==> src/rtl/led_matrix_scanner_pkg.sv <==
// Shared definitions for the LED matrix scanner: register map, CTRL field
// positions and scan FSM state encoding.
package led_matrix_scanner_pkg;

    localparam logic [1:0] ADDR_FB     = 2'd0;
    localparam logic [1:0] ADDR_CTRL   = 2'd1;
    localparam logic [1:0] ADDR_STATUS = 2'd2;
    localparam logic [1:0] ADDR_IRQ    = 2'd3;

    localparam int unsigned CTRL_EN_BIT     = 0;
    localparam int unsigned CTRL_BRIGHT_LSB = 1;
    localparam int unsigned CTRL_BRIGHT_MSB = 4;

    typedef enum logic [1:0] {
        ST_IDLE  = 2'd0,
        ST_ON    = 2'd1,
        ST_BLANK = 2'd2
    } scan_state_t;

    function automatic logic [3:0] col_onehot(input logic [1:0] col);
        return 4'b0001 << col;
    endfunction

endpackage

==> src/rtl/led_matrix_scanner_scan_timer.sv <==
// Down-counter timing the ON and BLANK phases; done is high in the last
// clock of a loaded interval (remaining == 0).
module led_matrix_scanner_scan_timer #(
    parameter int unsigned WIDTH = 10
) (
    input  logic             clock,
    input  logic             reset,
    input  logic             clear,
    input  logic             load,
    input  logic [WIDTH-1:0] load_value,
    output logic [WIDTH-1:0] remaining,
    output logic             done
);

    // Load a new interval length, otherwise count down and hold at zero
    always_ff @(posedge clock or negedge reset) begin
        if (!reset) begin
            remaining <= '0;
        end else if (clear) begin
            remaining <= '0;
        end else if (load) begin
            remaining <= load_value;
        end else if (remaining != '0) begin
            remaining <= remaining - WIDTH'(1);
        end
    end

    assign done = (remaining == '0);

endmodule

==> src/rtl/led_matrix_scanner.sv <==
// Four-column, eight-row LED matrix scanner with CPU register interface,
// PWM brightness, inter-column blanking and a frame interrupt flag.
module led_matrix_scanner
    import led_matrix_scanner_pkg::*;
#(
    parameter int unsigned CPU_WIDTH   = 16,
    parameter int unsigned SCAN_LOG2   = 10,
    parameter int unsigned DEAD_CYCLES = 16
) (
    input  logic                 clock,
    input  logic                 reset,
    input  logic                 sel,
    input  logic [1:0]           addr,
    input  logic                 write,
    input  logic [CPU_WIDTH-1:0] wr_data,
    output logic [CPU_WIDTH-1:0] rd_data,
    output logic [7:0]           led_row,
    output logic [3:0]           led_column,
    output logic                 frame_tick
);

    localparam int unsigned DEAD_W = $clog2(DEAD_CYCLES + 1);
    localparam int unsigned TW     = (SCAN_LOG2 > DEAD_W) ? SCAN_LOG2 : DEAD_W;
    localparam logic [TW-1:0] ON_LOAD    = TW'((1 << SCAN_LOG2) - 1);
    localparam logic [TW-1:0] BLANK_LOAD = TW'(DEAD_CYCLES - 1);

    logic [7:0]  fb [4];
    logic [1:0]  last_col;
    logic        ctrl_en;
    logic [3:0]  ctrl_bright;
    logic        irq_flag;
    logic [7:0]  frame_cnt;
    scan_state_t state;
    logic [1:0]  column;
    logic [1:0]  next_column;

    logic          wr_fb;
    logic          wr_ctrl;
    logic          irq_clr;
    logic          tmr_load;
    logic [TW-1:0] tmr_value;
    logic [TW-1:0] tmr_remaining;
    logic          tmr_done;
    logic [TW-1:0] on_next;
    logic [3:0]    next_phase;
    logic          frame_wrap;
    logic          unused_bits;

    assign wr_fb   = sel && write && (addr == ADDR_FB);
    assign wr_ctrl = sel && write && (addr == ADDR_CTRL);
    assign irq_clr = sel && write && (addr == ADDR_IRQ) && wr_data[0];

    // Timer reload selection: full ON length from IDLE/BLANK, dead time after ON
    always_comb begin
        tmr_load  = 1'b0;
        tmr_value = ON_LOAD;
        if (ctrl_en) begin
            case (state)
                ST_IDLE:  tmr_load = 1'b1;
                ST_ON: begin
                    tmr_load  = tmr_done;
                    tmr_value = BLANK_LOAD;
                end
                ST_BLANK: tmr_load = tmr_done;
                default:  tmr_load = 1'b0;
            endcase
        end
    end

    led_matrix_scanner_scan_timer #(
        .WIDTH (TW)
    ) u_scan_timer (
        .clock      (clock),
        .reset      (reset),
        .clear      (!ctrl_en),
        .load       (tmr_load),
        .load_value (tmr_value),
        .remaining  (tmr_remaining),
        .done       (tmr_done)
    );

    // The timer counts down from 2^SCAN_LOG2-1, so its complement is the ON
    // cycle index; +1 gives the index of the cycle the registered row feeds.
    assign on_next     = ~tmr_remaining + TW'(1);
    assign next_phase  = on_next[SCAN_LOG2-1 -: 4];
    assign next_column = column + 2'd1;
    assign frame_wrap  = ctrl_en && (state == ST_BLANK) && tmr_done && (column == 2'd3);
    assign unused_bits = ^{wr_data, on_next};

    // Frame buffer and last-written column for read-back
    always_ff @(posedge clock or negedge reset) begin
        if (!reset) begin
            for (int unsigned i = 0; i < 4; i++) begin
                fb[i] <= '0;
            end
            last_col <= '0;
        end else if (wr_fb) begin
            fb[wr_data[9:8]] <= wr_data[7:0];
            last_col         <= wr_data[9:8];
        end
    end

    // CTRL register: enable and brightness
    always_ff @(posedge clock or negedge reset) begin
        if (!reset) begin
            ctrl_en     <= 1'b0;
            ctrl_bright <= '0;
        end else if (wr_ctrl) begin
            ctrl_en     <= wr_data[CTRL_EN_BIT];
            ctrl_bright <= wr_data[CTRL_BRIGHT_MSB:CTRL_BRIGHT_LSB];
        end
    end

    // Frame interrupt flag; a set in the same cycle as a clear takes priority
    always_ff @(posedge clock or negedge reset) begin
        if (!reset) begin
            irq_flag <= 1'b0;
        end else if (frame_wrap) begin
            irq_flag <= 1'b1;
        end else if (irq_clr) begin
            irq_flag <= 1'b0;
        end
    end

    // Scan sequencer: state, column, frame counter and registered LED drive
    always_ff @(posedge clock or negedge reset) begin
        if (!reset) begin
            state      <= ST_IDLE;
            column     <= '0;
            frame_cnt  <= '0;
            led_row    <= '0;
            led_column <= '0;
            frame_tick <= 1'b0;
        end else begin
            frame_tick <= 1'b0;
            if (!ctrl_en) begin
                state      <= ST_IDLE;
                column     <= '0;
                led_row    <= '0;
                led_column <= '0;
            end else begin
                case (state)
                    ST_IDLE: begin
                        state      <= ST_ON;
                        column     <= '0;
                        led_column <= col_onehot(2'd0);
                        led_row    <= (ctrl_bright != 4'd0) ? fb[0] : '0;
                    end
                    ST_ON: begin
                        if (tmr_done) begin
                            state      <= ST_BLANK;
                            led_row    <= '0;
                            led_column <= '0;
                        end else begin
                            led_row <= (next_phase < ctrl_bright) ? fb[column] : '0;
                        end
                    end
                    ST_BLANK: begin
                        if (tmr_done) begin
                            state      <= ST_ON;
                            column     <= next_column;
                            led_column <= col_onehot(next_column);
                            led_row    <= (ctrl_bright != 4'd0) ? fb[next_column] : '0;
                            if (frame_wrap) begin
                                frame_tick <= 1'b1;
                                frame_cnt  <= frame_cnt + 8'd1;
                            end
                        end
                    end
                    default: begin
                        state      <= ST_IDLE;
                        led_row    <= '0;
                        led_column <= '0;
                    end
                endcase
            end
        end
    end

    // Combinational register read-back, zero when not selected
    always_comb begin
        rd_data = '0;
        if (sel) begin
            case (addr)
                ADDR_FB:   rd_data[7:0] = fb[last_col];
                ADDR_CTRL: begin
                    rd_data[CTRL_EN_BIT]                     = ctrl_en;
                    rd_data[CTRL_BRIGHT_MSB:CTRL_BRIGHT_LSB] = ctrl_bright;
                end
                ADDR_STATUS: begin
                    rd_data[1:0]  = column;
                    rd_data[15:8] = frame_cnt;
                end
                ADDR_IRQ:  rd_data[0] = irq_flag;
                default:   rd_data = '0;
            endcase
        end
    end

endmodule

==> config.mk <==
export PLATFORM = sky130hd
export DESIGN_NAME = led_matrix_scanner
export DESIGN_NICKNAME = d
export VERILOG_FILES = /design/src/rtl/led_matrix_scanner_pkg.sv /design/src/rtl/led_matrix_scanner_scan_timer.sv /design/src/rtl/led_matrix_scanner.sv
export SDC_FILE = /design/constraint.sdc
export NUM_CORES = 1
export LEC_CHECK = 0
export CAP_MARGIN = 20
export CORE_ASPECT_RATIO = 1.2
export CORE_MARGIN = 3
export CORE_UTILIZATION = 40
export DETAILED_ROUTE_END_ITERATION = 10
export PLACE_DENSITY = 0.57
export SLEW_MARGIN = 20
export SYNTH_ARGS = -nofsm -noshare
export SYNTH_HDL_FRONTEND = slang
export SYNTH_HIERARCHICAL = 1
export SYNTH_SLANG_ARGS = --single-unit
==> constraint.sdc <==
create_clock -name clock -period 3.6 [get_ports clock]
set_clock_uncertainty 0.05 [all_clocks]
set_input_delay 0.72 -clock clock [delete_from_list [all_inputs] [get_ports clock]]
set_output_delay 0.72 -clock clock [all_outputs]
set_load 0.1 [all_outputs]
== After elaboration in Yosys (flattened, before gate mapping) ==
Index checks and enable logic that the tools add are counted.

* Bits in registers: 75
* Logic and storage cells: 108

* Add/sub/neg operators: 4
* $lt $le $gt $ge: 6
* Equal/unequal tests: 10
* Shift-type cells: 1
* Multiplexer cells: 48
* Bitwise logic cells: 5
* Reduce and logical (&&, ||, !) cells: 19

{| class="wikitable"
|+ Operators by type and width
! operator !! number
|-
| 8-bit 2-to-1 mux || 14
|-
| 8-bit binary-select mux with 2-bit select || 3
|-
| 10-bit 2-to-1 mux || 4
|-
| 32-bit bitwise mux || 1
|-
| 8-bit one-hot mux with 3 select lines || 1
|-
| 8-bit demux with 2-bit select || 1
|-
| 16-bit 2-to-1 mux || 1
|-
| 3-bit >= comparator, second input constant || 4
|-
| 4-bit 2-to-1 mux || 3
|-
| 2-bit inverter with 3-bit output || 4
|-
| 4-bit one-hot mux with 3 select lines || 1
|-
| 10-bit by 1-bit adder with 10-bit output, second input constant || 1
|-
| 10-bit logical NOT || 1
|-
| 2-bit 2-to-1 mux || 5
|-
| 10-bit inverter || 1
|-
| 10-bit nonzero test || 1
|-
| 10-bit by 1-bit subtractor with 10-bit output, second input constant || 1
|-
| 1-bit logical AND || 9
|-
| 8-bit by 1-bit adder with 8-bit output, second input constant || 1
|-
| 2-bit equality test, second input constant || 4
|-
| 1-bit 2-to-1 mux || 7
|-
| 3-bit by 1-bit inequality test with 1-bit output, second input constant || 2
|-
| 3-bit inequality test, second input constant || 2
|-
| 2-bit one-hot mux with 3 select lines || 1
|-
| 17 further kinds || 20
|}

== Longest topological paths before layout ==
Gate-level depths: netlist of run 1.

* Word-level depth: 9
* Gate-level depth with buffers: 14
* Gate-level depth less buffers: 10

== By module ==
Netlist of run 1, hierarchy kept.

{| class="wikitable"
|+ By module, submodules not included
! module !! instances !! cells an instance !! area each (µm²)
|-
| led_matrix_scanner || 1 || 306 || 3828.7
|-
| led_matrix_scanner_scan_timer || 1 || 65 || 588.1
|}

== Worst setup path after synthesis of run 1 ==
No wires, ideal clock.

* Path kind: register -> output
* Start: reg last_col[0]
* End: out rd_data[1]
* Arrival: 3.214 ns
* Data required time: 2.830 ns
* Slack: -0.384 ns
* Cell stages (with the launch flop): 5
* Buffers on the path: 1
* Cell sequence: dfrtp_1 > clkbuf_1 > mux4_2 > mux2i_1 > o32ai_1

* Cells in the longest elaborated chain, start to end: 6

{| class="wikitable"
|+ Ends and longest elaborated chain
! what !! line !! RTL
|-
| start, declared || led_matrix_scanner.sv:28 || <nowiki>logic [1:0] last_col;</nowiki>
|-
| start signal, assigned || led_matrix_scanner.sv:99 || <nowiki>last_col <= wr_data[9:8];</nowiki>
|-
| 2-bit inverter with 3-bit output (implied by the code) || led_matrix_scanner.sv:185 || <nowiki>ADDR_FB: rd_data[7:0] = fb[last_col];</nowiki>
|-
| 8-bit binary-select mux with 2-bit select || led_matrix_scanner.sv:185 ||
|-
| 8-bit 2-to-1 mux (implied by the code) (2 in a row) || led_matrix_scanner.sv:185 ||
|-
| 1-bit one-hot mux with 3 select lines || led_matrix_scanner.sv:184 || <nowiki>case (addr)</nowiki>
|-
| 16-bit 2-to-1 mux || led_matrix_scanner.sv:183 || <nowiki>if (sel) begin</nowiki>
|-
| end, declared || led_matrix_scanner.sv:16 || <nowiki>output logic [CPU_WIDTH-1:0] rd_data,</nowiki>
|}

Every way passes these cells. The select of a mux whose other input is x is not followed.

== Worst setup path in the final report of run 1 ==
* Start: reg u_scan_timer.remaining[0]
* End: reg led_row[7]

{| class="wikitable"
|+ RTL lines
! what !! line !! RTL
|-
| start, declared || led_matrix_scanner_scan_timer.sv:11 || <nowiki>output logic [WIDTH-1:0] remaining,</nowiki>
|-
| start signal, assigned || led_matrix_scanner_scan_timer.sv:22 || <nowiki>remaining <= load_value;</nowiki>
|-
| start signal, assigned || led_matrix_scanner_scan_timer.sv:24 || <nowiki>remaining <= remaining - WIDTH'(1);</nowiki>
|-
| 10-bit logical NOT (*) || led_matrix_scanner_scan_timer.sv:28 || <nowiki>assign done = (remaining == '0);</nowiki>
|-
| named net tmr_done || led_matrix_scanner.sv:43 || <nowiki>logic tmr_done;</nowiki>
|-
| 8-bit 2-to-1 mux || led_matrix_scanner.sv:150 || <nowiki>if (tmr_done) begin</nowiki>
|-
| 8-bit one-hot mux with 3 select lines || led_matrix_scanner.sv:142 || <nowiki>case (state)</nowiki>
|-
| 8-bit 2-to-1 mux || led_matrix_scanner.sv:136 || <nowiki>if (!ctrl_en) begin</nowiki>
|-
| end signal, assigned || led_matrix_scanner.sv:147 || <nowiki>led_row <= (ctrl_bright != 4'd0) ? fb[0] : '0;</nowiki>
|-
| end signal, assigned || led_matrix_scanner.sv:155 || <nowiki>led_row <= (next_phase < ctrl_bright) ? fb[column] : '0;</nowiki>
|-
| end signal, assigned || led_matrix_scanner.sv:163 || <nowiki>led_row <= (ctrl_bright != 4'd0) ? fb[next_column] : '0;</nowiki>
|-
| end, declared || led_matrix_scanner.sv:17 || <nowiki>output logic [7:0] led_row,</nowiki>
|}

The timed path passes the listed nets; every way through them passes the cells marked *.
A chain may end at the register's enable or synchronous reset.

==> flow_summary.json, run 1 <==
{
  "drtIter0Drc": 214,
  "synthDominantCellAreaShare": 0.425,
  "hold_start": "frame_cnt[7]$_DFFE_PN0P_",
  "power_density_nw_per_um2": 656,
  "clk_pin_slew_ns": 0.06,
  "hold_path_class": "reg -> reg",
  "synth_async_sr_flop_share": 1.00,
  "ys.flop_type": "dfrtp_1",
  "htree_levels": 3,
  "synthXorXnorAreaFrac": 0.0317,
  "core_um2": 10700,
  "dpl.hpwl_um": 7170,
  "synth_compound_area_frac": 0.0856,
  "fillers": 958,
  "via_per_inst": 5.76,
  "outcome": "complete, no violations",
  "area_growth_pct": 23.1,
  "start_util": 0.414,
  "critPathLaunchType": "flop",
  "fin_area_um2": 5440,
  "period_needed_ns": 3.11,
  "cp.arrival_ns": 3.26,
  "ctsHoldBuffers": 0,
  "leakagePower_nw": 2.30,
  "yosys-top-cells-area": "dfrtp_1, mux4_2, mux2_2, ha_1, xnor2_1",
  "synth_area_leader_cell": "dfrtp_1",
  "clk_latency_ns": 0.34,
  "rsz0062_at_grt": "false",
  "syn_area_per_cell_um2": 11.9,
  "tns_ns": 0,
  "setup_viol": 0,
  "cp_max_fo": 16,
  "cts_buffers": 9,
  "grt_pass1_wl_um": 17500,
  "synth_seq_cells": 75,
  "yosys_warnings": 6,
  "portBuffers": 44,
  "die_x_um": 102,
  "place.gp.congestion": 0.775,
  "synth_top_family_by_area": "multiplexers",
  "syn_inst": 371,
  "drive_gt1_frac": 0.278,
  "reg2reg_depth": 9,
  "finalWorstSetupSlack_ns": 0.495,
  "cp-startpoint": "u_scan_timer/remaining[0]$_DFFE_PN0P_",
  "syn_area_um2": 4420,
  "synth_edf_count": 0,
  "required_ns": 3.76,
  "worst_slew_pin_slew_ns": 0.971,
  "cts_num_sinks": 75,
  "route.detailed.drc": 0,
  "finalCritPeriodShare": 0.863,
  "rows": 41,
  "antenna_cells": 0,
  "r2r_start": "u_scan_timer/remaining[0]$_DFFE_PN0P_",
  "synthMuxAreaShare": 0.247,
  "synth-simple-area-share": 0.137,
  "tritoncts": "yes",
  "pre_cts_ws_ns": 0.532,
  "io_pins": 51,
  "seq_area_frac_synth": 0.425,
  "grt_usage": 0.188,
  "synth_adder_area_share": 0.0368,
  "cts_root_buffer": "clkbuf_16",
  "grt_max_degree": 76,
  "die_area_um2": 12300,
  "post_drt_wl_per_cell_um": 19.2,
  "drv_slew": 0,
  "place_area_um2": 5150,
  "end_kind": "flop",
  "dr_total_vias": 3168,
  "wirelength_um": 10600,
  "slew_headroom": 0.351,
  "whs_path_depth": 1,
  "maxCapViolations": 0,
  "cts_resized": 0,
  "grt_pass1_vias": 3338,
  "postRouteAntennaNets": 0,
  "path_class": "reg -> reg",
  "antenna_found_initial": 0,
  "synthDistinctLibCells": 53,
  "fmax_mhz": 322,
  "drt_pass1_iterations": 4,
  "vdd_ir_drop_max_mv": 0.295,
  "cts_setup_buffers": 0,
  "post-route-util": 0.509,
  "num-nets-final": 452,
  "gr-total-overflow": 0,
  "die_y_um": 121,
  "hold_viol_final": 0,
  "clock_path_buffers": 2
}
==> cells in the final DEF (no fill, tap or decap), drive strengths merged, types with 13 or more instances in the layout <==
cell type	count
ha	13
and2	13
mux2	42
nand2	25
buf	25
inv	14
nor2	21
mux4	25
dfrtp	75
clkdlybuf4s50	27
==> logic make-up (layout without fill, tap and decap cells) <==
kind of cell / Yosys count / after routing
muxes: 72 / 72
buffers and inverters: 35 / 82
xor gates and xnor gates: 16 / 16
adders and majority gates: 13 / 13
and+or+nand+nor: 109 / 109
DFF: 75 / 75
AOI/OAI and AO/OA: 50 / 50
other: 1 / 4
==> where the power goes <==
group | switching (mW) | internal, mW
registers | 0.202 | 1.01
clock network | 0.347 | 0.527
logic | 0.829 | 0.646
==> final timing paths <==
kind	slack (ns)	to
max reg2reg	0.49	led_row[7]$_DFFE_PN0P_
min	0.41	frame_cnt[7]$_DFFE_PN0P_
max in group asynchronous	2.39	fb[5]$_DFFE_PN0P_
min in group asynchronous	0.49	frame_tick$_DFF_PN0_
max	0.49	led_row[7]$_DFFE_PN0P_
min reg2reg	0.41	frame_cnt[7]$_DFFE_PN0P_
==> registers in the layout, indices dropped and copies added (netlist names) <==
name	flops
column	2
state	2
led_column	4
frame_tick	1
frame_cnt	8
irq_flag	1
ctrl_en	1
u_scan_timer/remaining	10
fb	32
last_col	2
ctrl_bright	4
led_row	8
==> metal layers <==
layer | GRT usage | up-vias | wire length [um]
met4 | 0.0943 | 0 | 223
met1 | 0.252 | 1604 | 4590
li1 | - | 1482 | -
met2 | 0.297 | 66 | 5290
met5 | 0 | - | 0
met3 | 0.0247 | 16 | 475
==> metrics by stage <==
step           hold slack, ns  instances  power (mW)
2_1_floorplan           0.374        374        2.29
3_3_place_gp            0.405        535        2.67
3_5_place_dp            0.405        535        2.70
4_1_cts                 0.417        550        3.59
5_1_grt                 0.449        550        3.78
6_report                0.410        550        3.56
==> layout make-up <==
| class | count | area, um^2 | share of cell area |
|---|---|---|---|
| clock buffers | 9 | 225 | 0.0414 |
| clock inverters | 6 | 57.6 | 0.0106 |
| inverters | 15 | 57.6 | 0.0106 |
| multi-input cells | 264 | 2400 | 0.441 |
| flip-flops and latches | 75 | 1880 | 0.345 |
| well taps | 129 | 161 | 0.0297 |
| repair buffers | 52 | 658 | 0.121 |
==> Yosys cell counts (2+ instances only) <==
library cell   n
buf_1          3
mux4_2        24
o21a_1         2
ha_1          13
a222oi_1       9
inv_1         13
o31ai_1        3
and2_1        13
nand4_1        6
a22oi_1       11
nand3b_1       9
nor2b_1        5
clkbuf_1       5
nor2_1        21
o211ai_1       2
a211oi_1       4
o21ai_0        5
xor2_1         5
dfrtp_1       75
xnor2_1       11
mux2_2        42
buf_6          2
buf_2         10
nand3_1        6
nand2_1       24
nand2b_1       3
a21oi_1        7
mux2i_1        5
nor3_1         4
nor4_1         6
==> worst max-delay path: stages (launching register included) <==
cell and delay (ns):
dfrtp_1 0.41, inv_1 0.09, ha_1 0.18, or4b_1 0.56, or3_4 0.45, clkinv_2 0.17, nor2b_2 0.08, and2_1 0.38
a222oi_1 0.48, a22oi_1 0.12
Note: power is estimated with default switching activity, not from simulation.
==> inputs of run 2 (changes only) <==
ABC_AREA = 1   (was unset)
PLACE_DENSITY = unset   (was 0.57)
==> run 2 against run 1 <==
- critical endpoint is now rd_data[6]
- power increased by 2.0%
- combinational power increased by 6%
- global-route usage increased by 1.6 points
- final cell count increased by 43%
- largest cell class unchanged
- hold slack improved by 0.016 ns
- highest routed layer unchanged
- synthesized cell count increased by 64%
- sequential power decreased by 4%
==> flow_summary.json, run 2 <==
{
  "via_per_inst": 5.40,
  "antenna_cells": 0,
  "dr_total_vias": 4238,
  "num-nets-final": 687,
  "cp.arrival_ns": 2.36,
  "wirelength_um": 12000,
  "syn_area_per_cell_um2": 7.44,
  "io_pins": 51,
  "reg2reg_depth": 11,
  "drive_gt1_frac": 0.0991,
  "power_density_nw_per_um2": 657,
  "htree_levels": 3,
  "cp_max_fo": 6,
  "grt_usage": 0.203,
  "syn_area_um2": 4540,
  "post_drt_wl_per_cell_um": 15.2,
  "reg.largest.list": "fb (32), u_scan_timer/remaining (10)",
  "leakagePower_nw": 2.50,
  "drt_pass1_iterations": 5,
  "mostFrequentLayoutCells": "nand2_1, o21ai_0, a21oi_1, dfrtp_1, inv_1",
  "seq_area_frac_synth": 0.414,
  "top_register": "fb",
  "clk_pin_slew_ns": 0.05,
  "fmax_mhz": 320,
  "core_um2": 10800,
  "postRouteAntennaNets": 0,
  "portBuffers": 44,
  "cts_root_buffer": "clkbuf_16",
  "slew_headroom": 0.352,
  "route.detailed.drc": 0,
  "path_class": "in -> out",
  "place.gp.congestion": 0.894,
  "ys_top_cells_by_count": "nand2_1, o21ai_0, a21oi_1, dfrtp_1, inv_1",
  "end_kind": "output pin",
  "synthDominantCellAreaShare": 0.414,
  "whs_path_depth": 1,
  "hold_viol_final": 0,
  "tritoncts": "yes",
  "die_x_um": 103,
  "worst_slew_pin_slew_ns": 0.969,
  "synth_async_sr_flop_share": 1.00,
  "setup_viol": 0,
  "post-route-util": 0.514,
  "vdd_ir_drop_max_mv": 0.241,
  "syn_inst": 610,
  "rsz0062_at_grt": "false",
  "synth_seq_cells": 75,
  "die_y_um": 123,
  "yosysMostFrequentCell": "nand2_1",
  "clock_path_buffers": 2,
  "start_util": 0.421,
  "cts_resized": 0,
  "drv_slew": 0,
  "finalCritPeriodShare": 0.869,
  "largest_reg_flops": 32,
  "ys.flop_type": "dfrtp_1",
  "synth_edf_count": 0,
  "grt_max_degree": 76,
  "drtIter0Drc": 162,
  "die_area_um2": 12700,
  "finalPower_mw": 3.63,
  "required_ns": 2.83,
  "yosys-top-cells-area": "dfrtp_1, nand2_1, o21ai_0, a21oi_1, inv_1",
  "gr-total-overflow": 0,
  "synthDistinctLibCells": 34,
  "ctsHoldBuffers": 0,
  "grt_pass1_wl_um": 20100,
  "final_common_cell": "nand2_1",
  "maxCapViolations": 0,
  "cts_buffers": 9,
  "rows": 41,
  "hold_path_class": "reg -> reg",
  "area_growth_pct": 22.0,
  "cts_setup_buffers": 0,
  "grt_pass1_vias": 4163,
  "antenna_found_initial": 0,
  "cts_num_sinks": 75,
  "synth_area_leader_cell": "dfrtp_1",
  "outcome": "complete, no violations",
  "clk_latency_ns": 0.33,
  "dpl.hpwl_um": 8460,
  "critPathLaunchType": "primary input",
  "holdWs_ns": 0.426,
  "tns_ns": 0,
  "yosys_warnings": 6,
  "period_needed_ns": 3.13
}
==> run 2: changes by cell type in the layout (fill, tap and decap cells not counted), sizes merged, moves of 9 or more <==
cell	change
nand2	+109
o21ai	+89
a21oi	+68
inv	+57
mux2	-42
nand3	+34
mux4	-25
nor2	+21
and2	-13
a22oi	-11
xnor2	-10
a222oi	-9
nand3b	-9
==> run 2: cell families after synthesis <==
logic type	synth area share
XOR/XNOR	0.0212
AND/OR/NAND/NOR	0.224
other	0.000827
buffers and inverters	0.0874
AO/OA/AOI/OAI	0.217
adder cells (fa/ha/maj)	0.0359
flip-flops	0.414
==> run 2: per-stage QoR <==
stage          setup WS (ns)  std cells  area (um^2)
2_1_floorplan          0.177        613         4550
3_3_place_gp           0.458        770         5240
3_5_place_dp           0.457        770         5240
4_1_cts                0.461        785         5530
5_1_grt                0.368        785         5530
6_report               0.472        785         5530
==> run 2: critical path: stages <==
cell and delay (ns):
clkdlybuf4s50_1 0.50, nor2_1 0.38, nand2_1 0.23, a21oi_1 0.31
buf_12 0.22
==> run 2: layout make-up <==
class / count / area (um^2)
clock buffer: 13 / 260
clock inverter: 2 / 35.0
fill: 1071 / 5240
inverter: 71 / 267
multi-input combinational: 443 / 2270
sequential: 75 / 1880
tap: 129 / 161
timing repair buffer: 52 / 658
==> run 2: worst paths after layout <==
check,startpoint,endpoint,slack [ns]
min,frame_cnt[3]$_DFFE_PN0P_,frame_cnt[3]$_DFFE_PN0P_,0.43
max,addr[0],rd_data[6],0.47
min in group asynchronous,reset,frame_cnt[2]$_DFFE_PN0P_,0.49
min reg2reg,frame_cnt[3]$_DFFE_PN0P_,frame_cnt[3]$_DFFE_PN0P_,0.43
max reg2reg,u_scan_timer/remaining[5]$_DFFE_PN0P_,led_row[2]$_DFFE_PN0P_,0.85
max in group asynchronous,reset,fb[30]$_DFFE_PN0P_,2.39
==> run 2: routing by layer <==
layer,share of wire,up-vias,global-route usage
met1,0.44,1993,0.262
met3,0.056,27,0.0483
met2,0.48,117,0.333
met4,0.021,0,0.0680
li1,-,2101,-
met5,0,-,0
==> run 2: where the power goes <==
| group | internal (mW) | total [mW] | switching, mW | leakage (nW) |
|---|---|---|---|---|
| clock network | 0.570 | 0.903 | 0.333 | 0.146 |
| logic | 0.505 | 1.57 | 1.07 | 1.36 |
| registers | 1.00 | 1.16 | 0.159 | 0.994 |
| total | 2.08 | 3.63 | 1.56 | 2.50 |
==> inputs of run 3 (changes only) <==
clock period = 3.5 ns   (was 3.6 ns; I/O delays follow)
==> run 3 against run 2 <==
- die area did not move
- sequential share of layout area fell by 0.21 points
- first-iteration DRC count rose by 51%
- sequential power barely moved
- clock power rose by 14%
- global-route usage rose by 0.29 points
- power rose by 5.6%
- critical path type unchanged
- highest routed layer unchanged
==> flow_summary.json, run 3 (synthesis gave the netlist of run 2 again) <==
{
  "outcome": "complete, no violations",
  "period_needed_ns": 3.07,
  "cts_num_sinks": 75,
  "cts_buffers": 9,
  "r2r_start": "u_scan_timer/remaining[2]$_DFFE_PN0P_",
  "cts_resized": 0,
  "clk_latency_ns": 0.34,
  "start_util": 0.421,
  "worst_slew_pin_slew_ns": 0.972,
  "gr-total-overflow": 0,
  "route.detailed.drc": 0,
  "r2r-end": "led_row[2]$_DFFE_PN0P_",
  "drtIter0Drc": 244,
  "fmax_mhz": 326,
  "portBuffers": 44,
  "clock_path_buffers": 2,
  "vdd_ir_drop_max_mv": 0.312,
  "whs_path_depth": 2,
  "dpl.hpwl_um": 8540,
  "maxCapViolations": 0,
  "post_drt_wl_per_cell_um": 15.6,
  "r2r_slack_ns": 0.71,
  "finalCritPeriodShare": 0.877,
  "cts_setup_buffers": 0,
  "mostFrequentLayoutCells": "nand2_1, o21ai_0, a21oi_1, dfrtp_1, inv_1",
  "core_um2": 10800,
  "grt_max_degree": 76,
  "reg2reg_depth": 11,
  "final_common_cell": "nand2_1",
  "postRouteAntennaNets": 0,
  "required_ns": 2.75,
  "hold_path_class": "reg -> reg",
  "hold_viol_final": 0,
  "hold-path-endpoint": "led_row[4]$_DFFE_PN0P_",
  "multiInputGateArea_um2": 2270,
  "finalWorstSetupSlack_ns": 0.432,
  "cp_max_fo": 6,
  "rsz0062_at_grt": "false",
  "finalPower_mw": 3.84,
  "drive_gt1_frac": 0.108,
  "htree_levels": 3,
  "place.gp.congestion": 0.933,
  "grt_usage": 0.206,
  "antenna_found_initial": 0,
  "hold_start": "led_row[4]$_DFFE_PN0P_",
  "grt_pass1_wl_um": 20500,
  "ff_latch_area_um2": 1880,
  "fillers": 1026,
  "die_area_um2": 12700,
  "grt_pass1_vias": 4219,
  "dr_total_vias": 4271,
  "io_pins": 51,
  "critPathLaunchType": "primary input",
  "end_kind": "output pin",
  "area_growth_pct": 22.7,
  "cp-startpoint": "addr[0]",
  "power_density_nw_per_um2": 689,
  "setup_viol": 0,
  "place_area_um2": 5240,
  "drt_pass1_iterations": 5,
  "tns_ns": 0,
  "fin_area_um2": 5570,
  "pre_cts_ws_ns": 0.409,
  "tritoncts": "yes",
  "die_y_um": 123,
  "leakagePower_nw": 2.52,
  "drv_slew": 0,
  "post-route-util": 0.517,
  "ctsHoldBuffers": 0,
  "slew_headroom": 0.352,
  "rows": 41,
  "cp.arrival_ns": 2.32,
  "antenna_cells": 0,
  "path_class": "in -> out",
  "clk_pin_slew_ns": 0.06,
  "die_x_um": 103,
  "largest_reg_flops": 32,
  "top_register": "fb",
  "reg.largest.list": "fb (32), u_scan_timer/remaining (10)",
  "via_per_inst": 5.43,
  "cts_root_buffer": "clkbuf_16",
  "num-nets-final": 688,
  "wirelength_um": 12300
}
run 3: cell types whose count changed in the layout (fill, tap and decap cells not counted):
cell,delta
bufinv_16,+1
clkbuf_1,-2
clkdlybuf4s50_1,-2
buf_4,+3
clkinv_2,+2
run 3: layout make-up:
type,instances,area share
clock buffers,11,0.0454
clock inverters,5,0.0135
inverters,71,0.0479
multi-input cells,443,0.409
flip-flops and latches,75,0.337
well taps,129,0.0290
repair buffers,53,0.119
run 3: power breakdown:
group | switching, mW | leakage [nW] | total, mW | internal, mW
Combinational | 1.10 | 1.37 | 1.62 | 0.517
Clock | 0.366 | 0.165 | 1.03 | 0.659
Sequential | 0.164 | 0.994 | 1.19 | 1.03
run 3: per-layer routing:
layer	part of all wire	track usage
met5	0	0
met3	0.052	0.0307
met1	0.43	0.273
met2	0.48	0.327
met4	0.034	0.0996
run 3: worst max-delay path by stage:
stage	end	slack, ns	depth (start not counted)
4_1_cts	rd_data[7]	0.41	5
3_5_place_dp	rd_data[7]	0.41	5
5_1_grt	rd_data[7]	0.32	5
2_1_floorplan	rd_data[1]	0.12	5
3_3_place_gp	rd_data[7]	0.40	5
6_report	rd_data[7]	0.43	5
run 3: stage by stage:
step / hold WS, ns / instances
2_1_floorplan: 0.354 / 613
3_3_place_gp: 0.410 / 771
3_5_place_dp: 0.417 / 771
4_1_cts: 0.435 / 787
5_1_grt: 0.460 / 787
6_report: 0.429 / 787
run 3: critical path, cell delays in order:
cell	delay (ns)
clkdlybuf4s50_1	0.51
nor2_1	0.35
nand2_1	0.23
a21oi_1	0.31
buf_12	0.22
==> patch: new RTL, flow settings as in run 3 <==
Re-encode `scan_state_t` (3 states) as one-hot, 3 bits wide.
--- a/src/rtl/led_matrix_scanner_pkg.sv
+++ b/src/rtl/led_matrix_scanner_pkg.sv
@@ -11,10 +11,10 @@
     localparam int unsigned CTRL_BRIGHT_LSB = 1;
     localparam int unsigned CTRL_BRIGHT_MSB = 4;
 
-    typedef enum logic [1:0] {
-        ST_IDLE  = 2'd0,
-        ST_ON    = 2'd1,
-        ST_BLANK = 2'd2
+    typedef enum logic [2:0] {
+        ST_IDLE  = 3'b001,
+        ST_ON    = 3'b010,
+        ST_BLANK = 3'b100
     } scan_state_t;
 
     function automatic logic [3:0] col_onehot(input logic [1:0] col);
Formal check against the unedited RTL: same outputs for any inputs over 4 cycles, from zero or initial values and one cycle with reset low; so few cycles prove little.
==> patch against run 3 <==
  * Design area down 0.27%
  * Largest power group unchanged
  * Combinational power decreased by 14%
  * Sequential cell count grew 1
  * Synthesized area about the same
  * Power shrank 6.7%
  * Largest cell class unchanged
  * Global-route usage rose by 0.46 points
  * Sequential share of layout area rose by 0.56 points
  * Core utilization is 0.14 points lower
  * Worst setup slack lost 0.057 ns
  * Routed wire length decreased by 0.94%
==> patch: results (changes against run 3) <==
| Metric | Value |
|---|---|
| Cell count after placement | 770 (was 771) |
| Status | finished clean (unchanged) |
| Compound-Gate Fraction of Synth Area | 0.221 (was 0.217) |
| Worst Hold Depth | 1 (was 2) |
| Total GRT Usage | 0.211 (was 0.206) |
| R2R Path Start | u_scan_timer/remaining[2] (unchanged) |
| Largest cells by area after synthesis | dfrtp_1 41%, nand2_1 11%, o21ai_0 9.6% (was dfrtp_1 41%, nand2_1 11%, o21ai_0 8.7%) |
| Met2 Usage GRT | 0.353 (was 0.327) |
| Worst EP arrival | 2.38 ns (was 2.32 ns) |
| Worst R2R Path Depth | 11 (unchanged) |
| First-pass GRT wire length | 20.6 mm (was 20.5 mm) |
| Hold slack | 0.422 ns (was 0.429 ns) |
| Most frequent cells after synthesis | 128 x nand2_1, 87 x o21ai_0, 77 x a21oi_1, 75 x dfrtp_1, 66 x inv_1 (was 131 x nand2_1, 79 x o21ai_0, 75 x a21oi_1, 75 x dfrtp_1, 67 x inv_1) |
| Post-synthesis cell type count | 36 (was 34) |
| Vias in the first global route | 4243 (was 4219) |
| Via Count | 4251 (was 4271) |
| Post-synthesis adder-cell area fraction | 0.0248 (was 0.0359) |
| WL met1 | 5.30 mm (was 5.31 mm) |
| Avg Cell Area, Syn | 7.45 um^2 (was 7.44 um^2) |
| Hold crit path type | register to register (unchanged) |
| Top sig layer | met4 (unchanged) |
| Critical-path top delay cell | clkdlybuf4s50_1 (unchanged) |
| Grt met1 use | 0.267 (was 0.273) |
| CTS Buf Count | 9 (unchanged) |
| Hold worst-path end | frame_cnt[7] (was led_row[4]) |
| Nets | 683 (was 688) |
| Hold Path Origin | frame_cnt[7] (was led_row[4]) |
| Slew @ Worst Pin | 0.978 ns (was 0.972 ns) |
| Met2 wire length | 6.01 mm (was 5.91 mm) |
| LEAKAGE | 2.50 nW (was 2.52 nW) |
| Gp weighted congestion | 0.872 (was 0.933) |
| Routed length on met3 | 566 um (was 636 um) |
| Top flop regs | fb (32), u_scan_timer/remaining (10) (unchanged) |
| Dpl ws | 0.417 ns (was 0.409 ns) |
| FILL cells | 1071 (was 1026) |
| Register area share after synthesis | 0.420 (was 0.414) |
| Antenna violations before repair | 0 (unchanged) |
| DP Wirelength | 8.53 mm (was 8.54 mm) |
| Slowest stage delay, CP | 0.51 ns (about the same) |
| Via density | 5.41 (was 5.43) |
| Worst-case vdd ir drop | 0.000297 V (was 0.000312 V) |
| Crit path max fanout | 6 (unchanged) |
| I/O Buffers | 44 (unchanged) |
| Primary FF master, synth | dfrtp_1 (unchanged) |
| Final wirelength | 12.2 mm (was 12.3 mm) |
| Largest net degree at the start of global routing | 77 (was 76) |
| Post-Synth XOR/XNOR Area | 0.0212 (about the same) |
| CTS Buffer Depth | 2 (unchanged) |
| Iteration-0 DRC Markers | 203 (was 244) |
| Area of placed instances | 0.00524 mm^2 (about the same) |
| Share of cells above drive strength 1 | 0.111 (was 0.108) |
| GR Layer Usage met3 | 0.0398 (was 0.0307) |
| RR Endpoint | led_row[3] (was led_row[2]) |
patch: area by class of cell:
cell class	count	area [um^2]	share of cell area
repair buffers	51	646	0.116
multi-input cells	443	2260	0.407
clock buffers	10	229	0.0412
flip-flops and latches	76	1900	0.343
clock inverters	6	87.6	0.0158
well taps	129	161	0.0291
inverters	71	267	0.0480
patch: power breakdown:
group          switching (mW)  internal (mW)
clock network           0.380          0.626
registers               0.147           1.03
logic                   0.944          0.459
total                    1.47           2.11
patch: worst max-delay path by stage:
stage	slack, ns	end	cells after the start
after CTS	0.40	rd_data[7]	5
after global routing	0.25	rd_data[7]	5
final	0.37	rd_data[7]	5
after global placement	0.41	rd_data[7]	5
after floorplan	0.15	rd_data[1]	4
after detailed placement	0.42	rd_data[7]	5
patch: critical path: cells and delay by family:
| kind | cells | cell delay (ns) |
|---|---|---|
| buf+inv | 2 | 0.73 |
| compound gates | 1 | 0.33 |
| simple gates | 2 | 0.61 |
